### config.mk
export PLATFORM = sky130hd
export DESIGN_NAME = rob_commit_unit
export DESIGN_NICKNAME = d
export VERILOG_FILES = /design/src/rtl/rob_commit_unit.sv
export SDC_FILE = /design/constraint.sdc
export NUM_CORES = 1
export LEC_CHECK = 0
export ABC_AREA = 0
export CAP_MARGIN = 30
export CORE_AREA = 2 2 139 141
export CTS_CLUSTER_SIZE = 24
export DETAILED_ROUTE_END_ITERATION = 10
export DIE_AREA = 0 0 141 143
export PLACE_DENSITY = 0.7
export SLEW_MARGIN = 20
export SYNTH_ARGS = -nofsm -noshare
export SYNTH_HDL_FRONTEND = slang
export SYNTH_SLANG_ARGS = --single-unit
### constraint.sdc
create_clock -name clk -period 3.6 [get_ports clk]
set_input_delay 0.72 -clock clk [delete_from_list [all_inputs] [get_ports clk]]
set_output_delay 0.72 -clock clk [all_outputs]
set_load 0.03 [all_outputs]
### src/rtl/rob_commit_unit.sv
// Retirement stage at the ROB head: in-order commit of register results,
// store drain through a valid/ready port, and MTC0 simulation status.
package mips_core_pkg;
    parameter int ROB_DEPTH_BITS = 5;

    typedef enum logic [1:0] {
        IT_ALU    = 2'b00,
        IT_LOAD   = 2'b01,
        IT_STORE  = 2'b10,
        IT_BRANCH = 2'b11
    } inst_type_t;

    // 194-bit ROB entry shared with dispatch/writeback
    typedef struct packed {
        logic        valid;
        logic        ready;
        logic [1:0]  inst_type;
        logic [31:0] pc;
        logic [4:0]  logic_reg_dest;
        logic [5:0]  reg_dest;
        logic [5:0]  old_reg_dest;
        logic [31:0] value;
        logic [25:0] mem_dest;
        logic        branch_taken;
        logic [31:0] branch_target;
        logic        mispredict;
        logic        exception;
        logic        is_mtc0;
        logic        mtc0_pass;
        logic        mtc0_fail;
        logic        mtc0_done;
        logic [31:0] inst;
        logic [5:0]  src_preg_a;
        logic [5:0]  src_preg_b;
    } rob_entry;
endpackage

module rob_commit_unit
    import mips_core_pkg::*;
#(
    parameter int ROB_DEPTH_BITS = 5,
    parameter int DATA_WIDTH     = 32,
    parameter int ADDR_WIDTH     = 26
) (
    input  logic                      clk,
    input  logic                      rst_n,
    input  logic                      rob_empty,
    input  rob_entry                  head_entry,
    input  logic [ROB_DEPTH_BITS-1:0] head_tag,
    input  logic                      flush,
    output logic                      commit_pop,
    output logic                      arf_we,
    output logic [4:0]                arf_waddr,
    output logic [DATA_WIDTH-1:0]     arf_wdata,
    output logic                      rmap_we,
    output logic [4:0]                rmap_lreg,
    output logic [5:0]                rmap_preg,
    output logic                      st_valid,
    output logic [ADDR_WIDTH-1:0]     st_addr,
    output logic [DATA_WIDTH-1:0]     st_data,
    input  logic                      st_ready,
    output logic [ROB_DEPTH_BITS-1:0] commit_tag,
    output logic [31:0]               commit_count,
    output logic                      sim_pass,
    output logic                      sim_fail,
    output logic                      halted
);

    typedef enum logic [1:0] {RUN, ST_WAIT, HALT} state_t;

    state_t state, state_next;
    logic   head_ok;
    logic   is_store;
    logic   writes_reg;
    logic   is_done;
    logic   capture;

    always_comb begin
        head_ok    = !rob_empty && head_entry.valid && head_entry.ready;
        is_store   = head_entry.inst_type == IT_STORE;
        writes_reg = (head_entry.logic_reg_dest != '0) && !is_store;
        is_done    = head_entry.is_mtc0 && head_entry.mtc0_done;
        state_next = state;
        commit_pop = 1'b0;
        capture    = 1'b0;
        case (state)
            RUN: begin
                if (head_ok && !flush) begin
                    if (is_store) begin
                        capture    = 1'b1;
                        state_next = ST_WAIT;
                    end else begin
                        commit_pop = 1'b1;
                        state_next = is_done ? HALT : RUN;
                    end
                end
            end
            // The head store is already non-speculative, so flush has no say here
            ST_WAIT: begin
                if (st_ready) begin
                    commit_pop = 1'b1;
                    state_next = is_done ? HALT : RUN;
                end
            end
            HALT:    state_next = HALT;
            default: state_next = RUN;
        endcase
    end

    assign halted = (state == HALT);

    always_ff @(posedge clk or negedge rst_n) begin
        if (!rst_n) begin
            state        <= RUN;
            arf_we       <= 1'b0;
            arf_waddr    <= '0;
            arf_wdata    <= '0;
            rmap_we      <= 1'b0;
            rmap_lreg    <= '0;
            rmap_preg    <= '0;
            st_valid     <= 1'b0;
            st_addr      <= '0;
            st_data      <= '0;
            commit_tag   <= '0;
            commit_count <= '0;
            sim_pass     <= 1'b0;
            sim_fail     <= 1'b0;
        end else begin
            state   <= state_next;
            arf_we  <= commit_pop && writes_reg;
            rmap_we <= commit_pop && writes_reg;
            if (commit_pop && writes_reg) begin
                arf_waddr <= head_entry.logic_reg_dest;
                arf_wdata <= DATA_WIDTH'(head_entry.value);
                rmap_lreg <= head_entry.logic_reg_dest;
                rmap_preg <= head_entry.reg_dest;
            end
            if (capture) begin
                st_valid <= 1'b1;
                st_addr  <= ADDR_WIDTH'(head_entry.mem_dest);
                st_data  <= DATA_WIDTH'(head_entry.value);
            end else if (state == ST_WAIT && st_ready) begin
                st_valid <= 1'b0;
            end
            if (commit_pop) begin
                commit_tag   <= head_tag;
                commit_count <= commit_count + 32'd1;
                if (head_entry.is_mtc0 && head_entry.mtc0_pass) sim_pass <= 1'b1;
                if (head_entry.is_mtc0 && head_entry.mtc0_fail) sim_fail <= 1'b1;
            end
        end
    end

    logic unused_head;
    assign unused_head = ^{head_entry.pc, head_entry.old_reg_dest, head_entry.branch_taken,
                           head_entry.branch_target, head_entry.mispredict, head_entry.exception,
                           head_entry.inst, head_entry.src_preg_a, head_entry.src_preg_b};

endmodule

==> impl_metrics.prom <==
# TYPE chip_impl_metric gauge
chip_impl_info{name="critPathMostFrequentCell",value="sky130_fd_sc_hd__clkdlybuf4s50_1"} 1
chip_impl_metric{name="global_route_wire_length_before_repair",unit="µm"} 24600
chip_impl_metric{name="worst_slew_pin_slew",unit="ps"} 815
chip_impl_metric{name="antenna_found_initial",unit=""} 0
chip_impl_metric{name="stdcell_count",unit=""} 897
chip_impl_metric{name="place.gp.congestion",unit=""} 0.794
chip_impl_metric{name="clk_pin_slew",unit="ps"} 60
chip_impl_metric{name="design_area",unit="mm²"} 0.00916
chip_impl_metric{name="finalMaxSlewViolations",unit=""} 0
chip_impl_metric{name="mappedNetlistNets",unit=""} 611
chip_impl_metric{name="synth_seq_area_share",unit=""} 0.605
chip_impl_metric{name="synth.distinct_cells",unit=""} 40
chip_impl_metric{name="die_height",unit="µm"} 143
chip_impl_metric{name="core_footprint",unit="mm²"} 0.0186
chip_impl_metric{name="cts_sinks",unit=""} 144
chip_impl_info{name="synth_flop_cell",value="sky130_fd_sc_hd__dfrtp_1"} 1
chip_impl_info{name="cts_tree",value="yes"} 1
chip_impl_metric{name="final-hold-violation-count",unit=""} 0
chip_impl_metric{name="grt_start_max_net_pins",unit=""} 83
chip_impl_metric{name="fin_hold_ws",unit="ps"} 339
chip_impl_metric{name="reg2regPathDepth",unit=""} 5
chip_impl_metric{name="grt_pass1_vias",unit=""} 4634
chip_impl_metric{name="cts_post_setup_buffers_inserted",unit=""} 0
chip_impl_metric{name="gr-total-overflow",unit=""} 0
chip_impl_metric{name="row_count",unit=""} 50
chip_impl_metric{name="routed_wirelength",unit="µm"} 15300
chip_impl_metric{name="synthesis.instances",unit=""} 406
chip_impl_metric{name="worstPathArrival",unit="ps"} 2430
chip_impl_metric{name="yosysTopAreaCellShare",unit=""} 0.605
chip_impl_metric{name="worst_clock_skew",unit="ps"} 7.14
chip_impl_metric{name="finalSetupViolCount",unit=""} 0
chip_impl_metric{name="nNetsFinal",unit=""} 855
chip_impl_metric{name="power_per_cell_area",unit="mW/mm²"} 679
chip_impl_info{name="synth_largest_area_cell",value="sky130_fd_sc_hd__dfrtp_1"} 1
chip_impl_metric{name="max_freq",unit="MHz"} 317
chip_impl_metric{name="drt-pass1-iter-count",unit=""} 6
chip_impl_metric{name="drt_iter0_markers",unit=""} 77
chip_impl_metric{name="route.antenna.remaining_nets",unit=""} 0
chip_impl_metric{name="drc_errors",unit=""} 0
chip_impl_metric{name="timing.max_cap.violations",unit=""} 0
chip_impl_info{name="worstHoldPathType",value="in -> async"} 1
chip_impl_metric{name="placed_cells_incl_taps",unit=""} 864
chip_impl_metric{name="synth_edf_count",unit=""} 0
chip_impl_info{name="unrepaired_setup_endpoints_after_global_routing",value="no"} 1
chip_impl_metric{name="floorplan.io_pins",unit=""} 354
chip_impl_metric{name="synthesis.yosys.warnings",unit=""} 0
chip_impl_metric{name="async_reset_ff_frac",unit=""} 1.00
chip_impl_metric{name="critical_path_required",unit="ps"} 2880
chip_impl_metric{name="layout-drive-gt1-share",unit=""} 0.231
chip_impl_metric{name="dp_hpwl",unit="µm"} 11100
chip_impl_metric{name="synth.ff_latch_count",unit=""} 144
chip_impl_metric{name="grt_util_all_layers",unit=""} 0.158
chip_impl_info{name="cell_chain_critical_path",value="clkdlybuf4s50_1 > and4bb_2 > a31oi_4 > inv_2 > clkdlybuf4s50_1"} 1
chip_impl_info{name="criticalPathCategory",value="in -> out"} 1
chip_impl_info{name="synth_area_leaders",value="sky130_fd_sc_hd__dfrtp_1 (60%), sky130_fd_sc_hd__mux2_2 (12%), sky130_fd_sc_hd__mux2_4 (9.8%)"} 1
chip_impl_metric{name="final_min_period_over_clock_period",unit=""} 0.876
chip_impl_metric{name="numCtsBuffers",unit=""} 17
chip_impl_metric{name="design.die.area",unit="mm²"} 0.0202
chip_impl_metric{name="fin_tns_setup",unit="ps"} 0
chip_impl_info{name="run_status",value="finished clean"} 1
chip_impl_info{name="crit_path_top_delay_cell",value="sky130_fd_sc_hd__clkdlybuf4s50_1"} 1
chip_impl_metric{name="total_leakage_power",unit="nW"} 4.10
chip_impl_metric{name="fillers",unit=""} 1585
chip_impl_metric{name="placedInstanceArea",unit="mm²"} 0.00850
chip_impl_metric{name="htreeDepth",unit=""} 4
chip_impl_metric{name="cts_repair_resize_count",unit=""} 0
chip_impl_metric{name="clockBufferDepth",unit=""} 2
chip_impl_metric{name="viasPerCell",unit=""} 4.58
chip_impl_info{name="cts-root-buf",value="sky130_fd_sc_hd__clkbuf_16"} 1
chip_impl_info{name="worst_setup_path_end_kind",value="primary output"} 1
chip_impl_metric{name="max_slew_headroom",unit=""} 0.457
chip_impl_metric{name="synth_area_per_cell",unit="µm²"} 14.7
chip_impl_metric{name="area.growth.synth_to_final",unit="%"} 53.8
chip_impl_metric{name="layout_min_cycle_time",unit="ps"} 3150
chip_impl_metric{name="final_antenna_diode_count",unit=""} 0
chip_impl_info{name="critical_path.startpoint_type",value="primary input"} 1
chip_impl_metric{name="clock_insertion_delay_worst_skew",unit="ps"} 410
chip_impl_metric{name="wl_per_cell",unit="µm"} 17.1
chip_impl_metric{name="floorplan.initialDensity",unit=""} 0.321
chip_impl_metric{name="width_of_the_chip",unit="µm"} 141
chip_impl_metric{name="critPathMaxFanout",unit=""} 4
chip_impl_metric{name="detailroute.via_count",unit=""} 4110
chip_impl_metric{name="cp_peak_stage_delay",unit="ps"} 670
chip_impl_metric{name="synth.cell_area",unit="mm²"} 0.00596
chip_impl_metric{name="ir_drop",unit="µV"} 341
chip_impl_metric{name="cts_hold_buf",unit=""} 0
chip_impl_metric{name="io_buffers",unit=""} 236
critical path, delay by kind of cell:
kind / cells / cell delay (ps)
and+or+nand+nor: 1 / 430
buffers and inverters: 3 / 1160
AOI/OAI and AO/OA: 1 / 120
flip-flops by register name, indices dropped and copies added (netlist names):
name          cells
arf_wdata        32
commit_count     32
st_data          32
st_addr          26
rmap_preg         6
commit_tag        5
rmap_lreg         5
state             2
rmap_we           1
sim_fail          1
sim_pass          1
st_valid          1
cell usage in the layout (no fill, tap or decap), drive strengths merged, types with 4 or more instances in the layout:
cell,count
and3,5
buf,7
bufinv,4
clkbuf,18
clkdlybuf4s50,235
dfrtp,144
inv,13
mux2,100
nand2,32
nand3,7
nand4,11
nor2,22
nor3,5
xnor2,14
xor2,17
cell type report:
type | instances | area, µm² | share of cell area
Clock buffer | 18 | 439 | 0.0479
Inverter | 7 | 26.3 | 0.00287
Tap cell | 234 | 293 | 0.0320
Timing Repair Buffer | 242 | 2420 | 0.264
Clock inverter | 14 | 199 | 0.0217
Multi-Input combinational cell | 238 | 2180 | 0.238
Sequential cell | 144 | 3600 | 0.393
power by group:
group | switching [W] | internal [W] | leakage [nW]
clock network | 0.000707 | 0.00119 | 0.312
registers | 0.000226 | 0.00196 | 1.83
logic | 0.00111 | 0.00102 | 1.96
total | 0.00205 | 0.00418 | 4.10
per-stage QoR:
step | power, W | setup slack, ps | util
CTS | 0.00631 | 418 | 0.492
global placement | 0.00433 | 433 | 0.458
finish | 0.00622 | 448 | 0.493
detailed placement | 0.00436 | 425 | 0.458
global route | 0.00650 | 374 | 0.493
floorplan | 0.00337 | 1250 | -
synthesized netlist by cell type (2+ instances only):
master                    number
sky130_fd_sc_hd__nor2b_1       3
sky130_fd_sc_hd__nor3_1        2
sky130_fd_sc_hd__xor2_1       17
sky130_fd_sc_hd__nor3_2        3
sky130_fd_sc_hd__nand3_1       7
sky130_fd_sc_hd__nand4_1      10
sky130_fd_sc_hd__buf_4         6
sky130_fd_sc_hd__xnor2_1      14
sky130_fd_sc_hd__dfrtp_1     144
sky130_fd_sc_hd__mux2_4       39
sky130_fd_sc_hd__and3_1        5
sky130_fd_sc_hd__nor2_1       21
sky130_fd_sc_hd__nand2_1      32
sky130_fd_sc_hd__buf_2         7
sky130_fd_sc_hd__a31o_1        2
sky130_fd_sc_hd__inv_1         6
sky130_fd_sc_hd__and2_1        2
sky130_fd_sc_hd__mux2_2       61
sky130_fd_sc_hd__buf_12        4
kinds of logic (layout without fill, tap and decap cells):
group / Yosys count / count (layout) / synth area share
compound gates: 10 / 10 / 0.0164
xor+xnor: 31 / 31 / 0.0456
fa+ha+maj: 1 / 1 / 0.00210
buf+inv: 24 / 281 / 0.0313
flops: 144 / 144 / 0.605
mux: 100 / 100 / 0.214
simple gates: 96 / 96 / 0.0863
routing by layer:
metal	GRT usage	vias up	share of wire
met1	0.187	2032	0.41
li1	-	1882	-
met4	0.0684	0	0.022
met5	0	-	0
met2	0.256	172	0.48
met3	0.0624	24	0.088
worst paths after layout:
check,start,to,slack (ps)
max reg2reg,state[1],rmap_preg[1],1340
max,flush,commit_pop,450
min in group clk,commit_count[31],commit_count[31],480
min reg2reg,commit_count[31],commit_count[31],480
min,rst_n,commit_count[21],340
max in group asynchronous,rst_n,arf_wdata[14],2280
No activity file was read; power rests on OpenSTA's default activity.
